`src/rtl/sipo_deframer.sv`:
```
// sipo_deframer: LSB-first framed serial receiver with a one-word valid/ready holding buffer.
// Define SIPO_PARITY_EN to add an even-parity bit between the data bits and the stop bit.
module sipo_deframer #(
  parameter int N = 4
) (
  input  logic         clk,
  input  logic         res_n,
  input  logic         en,
  input  logic         din,
  output logic [N-1:0] dout,
  output logic         dout_valid,
  input  logic         dout_ready,
  output logic         busy,
  output logic         frame_err,
  output logic         par_err,
  output logic         overrun
);
  localparam int CW = (N > 2) ? $clog2(N) : 1;
`ifdef SIPO_PARITY_EN
  typedef enum logic [1:0] {IDLE, DATA, STOP, PARITY} state_t;
  localparam state_t AFTER_DATA = PARITY;
  logic r_par;
`else
  typedef enum logic [1:0] {IDLE, DATA, STOP} state_t;
  localparam state_t AFTER_DATA = STOP;
  assign par_err = 1'b0;
`endif
  state_t         r_state;
  logic [CW-1:0]  r_cnt;
  logic [N-1:0]   r_shift;
  logic           w_last;
  logic           w_take;
  assign w_last = r_cnt == CW'(N - 1);
  // A commit may reuse the buffer when it is being drained on the same edge
  assign w_take = !dout_valid || dout_ready;
  assign busy   = r_state != IDLE;
  always_ff @(posedge clk or negedge res_n) begin
    if (!res_n) begin
      r_state    <= IDLE;
      r_cnt      <= '0;
      r_shift    <= '0;
      dout       <= '0;
      dout_valid <= 1'b0;
      frame_err  <= 1'b0;
      overrun    <= 1'b0;
`ifdef SIPO_PARITY_EN
      r_par      <= 1'b0;
      par_err    <= 1'b0;
`endif
    end else begin
      frame_err <= 1'b0;
      overrun   <= 1'b0;
`ifdef SIPO_PARITY_EN
      par_err   <= 1'b0;
`endif
      if (dout_valid && dout_ready)
        dout_valid <= 1'b0;
      if (en) begin
        case (r_state)
          IDLE: begin
            r_cnt   <= '0;
            r_state <= din ? IDLE : DATA;
          end
          DATA: begin
            r_shift <= {din, r_shift[N-1:1]};
            r_cnt   <= r_cnt + CW'(1);
            r_state <= w_last ? AFTER_DATA : DATA;
          end
`ifdef SIPO_PARITY_EN
          PARITY: begin
            r_par   <= din ^ (^r_shift);
            r_state <= STOP;
          end
`endif
          STOP: begin
            r_state <= IDLE;
            if (!din)
              frame_err <= 1'b1;
`ifdef SIPO_PARITY_EN
            else if (r_par)
              par_err <= 1'b1;
`endif
            else if (w_take) begin
              dout       <= r_shift;
              dout_valid <= 1'b1;
            end else
              overrun <= 1'b1;
          end
          default: r_state <= IDLE;
        endcase
      end
    end
  end
endmodule

```
`config.mk`:
```
export PLATFORM = sky130hd
export DESIGN_NAME = sipo_deframer
export DESIGN_NICKNAME = d
export VERILOG_FILES = /design/src/rtl/sipo_deframer.sv
export SDC_FILE = /design/constraint.sdc
export NUM_CORES = 1
export LEC_CHECK = 0
export CAP_MARGIN = 20
export CORE_AREA = 5 5 46 48
export DETAILED_ROUTE_END_ITERATION = 8
export DIE_AREA = 0 0 51 53
export SLEW_MARGIN = 20
export SYNTH_ARGS = -nofsm -noshare
export SYNTH_HDL_FRONTEND = slang
export SYNTH_SLANG_ARGS = --single-unit
```
`constraint.sdc`:
```
create_clock -name clk -period 2.5 [get_ports clk]
set_input_delay 0.75 -clock clk [delete_from_list [all_inputs] [get_ports clk]]
set_output_delay 0.75 -clock clk [all_outputs]
set_load 0.05 [all_outputs]
```
==> impl_metrics.tcl <==
set metrics [dict create \
    cp.arrival_ps 1460 \
    switching_share 0.3941 \
    grt_first_pass_wirelength_mm 1.628 \
    dr.pass1.iters 3 \
    synth_area_um2 619.3 \
    ff2ff_path_depth 3 \
    final_area_um2 778.2 \
    required_ps 1750 \
    slew_headroom 0.5718 \
    die_y_um 53 \
    grt_use_total 0.08767 \
    synth-seq-cells 15 \
    cp-end-kind "output pin" \
    drive_gt1_frac 0.2295 \
    fmax_mhz 453.0 \
    r2r-end "dout[3]$_DFFE_PN0P_" \
    crit_path_end "busy" \
    viasPerCell 4.923 \
    power_frac_clock 0.148 \
    post_drt_wl_per_cell_um 12.71 \
    grt_max_degree 16 \
    clkTransAtPathRegs_ps 80 \
    switchingPower_w 0.0003584 \
    power.leakage_nw 0.3660 \
    drtAntennaViolNets 0 \
    place_congestion 0.6619 \
    grt_overflow 0 \
    cp.depth 2 \
    power_density_nw_per_um2 1168 \
    crit_buf_inv 1 \
    syn-num-nets 52 \
    start_kind "register" \
    antenna_found_initial 0 \
    h-tree-depth 1 \
    ir_drop_mv 0.3931 \
    synth_top_area_cell "dfrtp_1" \
    synth.area.top_cells "dfrtp_1 (61%), mux2_2 (15%), nand4b_4 (3.8%), nand2_1 (3.0%), o21ai_0 (2.4%)" \
    hold_buffers 0 \
    remaining_drc_errors 0 \
    seqPwrFrac 0.436 \
    synthDistinctLibCells 18 \
    drt-total-wl_um 991 \
    vias 384 \
    p_int_w 0.0005510 \
    slowest_stage "dfrtp_1" \
    yosysSeqAreaShare 0.6061 \
    start_util 0.3708 \
    max-cap-violations 0 \
    slowest_delay_ps 450 \
    cts_buffer_depth 2 \
    crit_family "flip-flops" \
    reg2reg_slack_ps 1190 \
    yosysWarningCount 0 \
    setup_violations 0 \
    rsz0062_at_grt "no" \
    io_buffers 12 \
    skew_ps 1.293 \
    cts_root_buf "clkbuf_4" \
    worstMarginPinSlew_ps 640.3 \
    criticalPathCategory "register to output pin" \
    cts_buffers 3 \
    drt_iter0_markers 3 \
    die_width_um 51 \
    cts_tree "yes" \
    comb_power_share 0.415 \
    num_rows 15 \
    holdPathStages 1 \
    nets 68 \
    reg2reg_from "r_state[0]$_DFFE_PN0P_" \
    ioPinCount 14 \
    netlist_instances 46 \
    setup_tns_ps 0 \
    synthToLayoutAreaGrowth_pct 25.66 \
    die_area_um2 2703 \
    place_hpwl_um 694.7 \
    period_needed_ps 2207 \
    first_global_vias 373 \
    status "complete, no violations" \
    clkSinkCount 15 \
    slew_violations 0 \
    path_max_fanout 7 \
    place_area_um2 753.2 \
    min_period_over_period 0.8829 \
    insertion_delay_ps 280 \
    finalHoldViolCount 0 \
    hold_class "register to register" \
    netlist.area_leader.share 0.6061 \
    coreArea_um2 1670 \
    path_cells "or2_2 > dlygate4sd2_1" \
    syn_area_per_cell_um2 13.46 \
    diodes 0 \
    crit_start "r_state[0]$_DFFE_PN0P_" \
]
==> worst reg2reg max path: cells and delay by family, from the launching register on <==
kind	cells	cell delay, ps
flops	1	450
mux	1	350
simple gates	2	410
==> stage by stage <==
step | power, W | cells | setup WS (ps) | util | hold WS (ps)
floorplan | 0.0006618 | 46 | 912.6 | - | 453.8
global placement | 0.0007829 | 74 | 332.3 | 0.4509 | 478.1
detailed placement | 0.0007843 | 74 | 321.8 | 0.4509 | 486.3
CTS | 0.0009212 | 78 | 278.3 | 0.4659 | 519.5
global route | 0.0009662 | 78 | 223.9 | 0.4659 | 530.9
finish | 0.0009093 | 78 | 292.7 | 0.4659 | 515.0
==> routing by layer <==
layer	share of wire	GRT usage
met5	0	0
met4	0.022	0.08072
met3	0.040	0.02817
met2	0.52	0.1352
met1	0.42	0.09507
==> logic make-up (layout without fill, tap and decap cells) <==
| kind of cell | count (synthesis) | after routing | synth area share |
|---|---|---|---|
| AOI/OAI and AO/OA | 5 | 5 | 0.04647 |
| other | 1 | 1 | 0.006055 |
| DFF | 15 | 15 | 0.6061 |
| buffers and inverters | 3 | 18 | 0.02425 |
| muxes | 8 | 8 | 0.1455 |
| and+or+nand+nor | 13 | 13 | 0.1515 |
| adders and majority gates | 1 | 1 | 0.02020 |
==> how the worst min path moves through the flow <==
| stage | startpoint | end | slack, ps |
|---|---|---|---|
| 2_1_floorplan | res_n | dout[0]$_DFFE_PN0P_ | 450 |
| 3_3_place_gp | r_cnt[1]$_DFFE_PN0P_ | r_cnt[1]$_DFFE_PN0P_ | 480 |
| 3_5_place_dp | r_cnt[1]$_DFFE_PN0P_ | r_cnt[1]$_DFFE_PN0P_ | 490 |
| 4_1_cts | dout[2]$_DFFE_PN0P_ | dout[2]$_DFFE_PN0P_ | 520 |
| 5_1_grt | dout[0]$_DFFE_PN0P_ | dout[0]$_DFFE_PN0P_ | 530 |
| 6_report | dout[2]$_DFFE_PN0P_ | dout[2]$_DFFE_PN0P_ | 510 |
==> final cells by class <==
cell class	count	area, um^2
fill	162	892.1
sequential	15	375.4
multi-input combinational	28	229.0
timing repair buffer	12	118.9
clock buffer	4	26.28
tap	17	21.27
inverter	2	7.507
==> cell usage in the layout, fill, tap and decap left out <==
master,netlist,layout
dfrtp_1,15,15
clkdlybuf4s50_1,0,11
mux2_2,8,8
nand2_1,5,5
o21ai_0,3,3
clkbuf_4,0,3
inv_1,2,2
or2_2,1,1
nand2b_1,1,1
nand4b_4,1,1
nor2_1,1,1
nor4b_1,1,1
or2b_1,1,1
o31ai_1,1,1
nand3_1,1,1
nor2b_4,1,1
o22ai_1,1,1
ha_1,1,1
conb_1,1,1
clkbuf_1,0,1
dlygate4sd2_1,0,1
==> power by group through the flow <==
stage          sequential [W]  clock, W  combinational, W
5_1_grt              0.000410  0.000154          0.000403
3_3_place_gp         0.000395         0          0.000388
6_report             0.000397  0.000135          0.000378
2_1_floorplan        0.000494         0          0.000168
3_5_place_dp         0.000399         0          0.000385
4_1_cts              0.000397  0.000141          0.000383
==> synthesized netlist by cell type <==
| cell type | count |
|---|---|
| nand3_1 | 1 |
| or2_2 | 1 |
| o22ai_1 | 1 |
| buf_4 | 1 |
| inv_1 | 2 |
| or2b_1 | 1 |
| nor2_1 | 1 |
| nor2b_4 | 1 |
| o31ai_1 | 1 |
| nor4b_1 | 1 |
| dfrtp_1 | 15 |
| mux2_2 | 8 |
| nand4b_4 | 1 |
| nand2_1 | 5 |
| nand2b_1 | 1 |
| ha_1 | 1 |
| conb_1 | 1 |
| o21ai_0 | 3 |
==> sequential cells by signal, indices dropped and copies added (netlist names) <==
register,count
r_shift,4
r_cnt,2
r_state,2
overrun,1
dout_valid,1
frame_err,1
dout,4
==> what timing repair did <==
action | CTS | global route
resized for setup | 1 | 0
buffers inserted | 0 | 0
setup endpoints to repair | 1 | 0
Power figures use the tool's default switching activity.
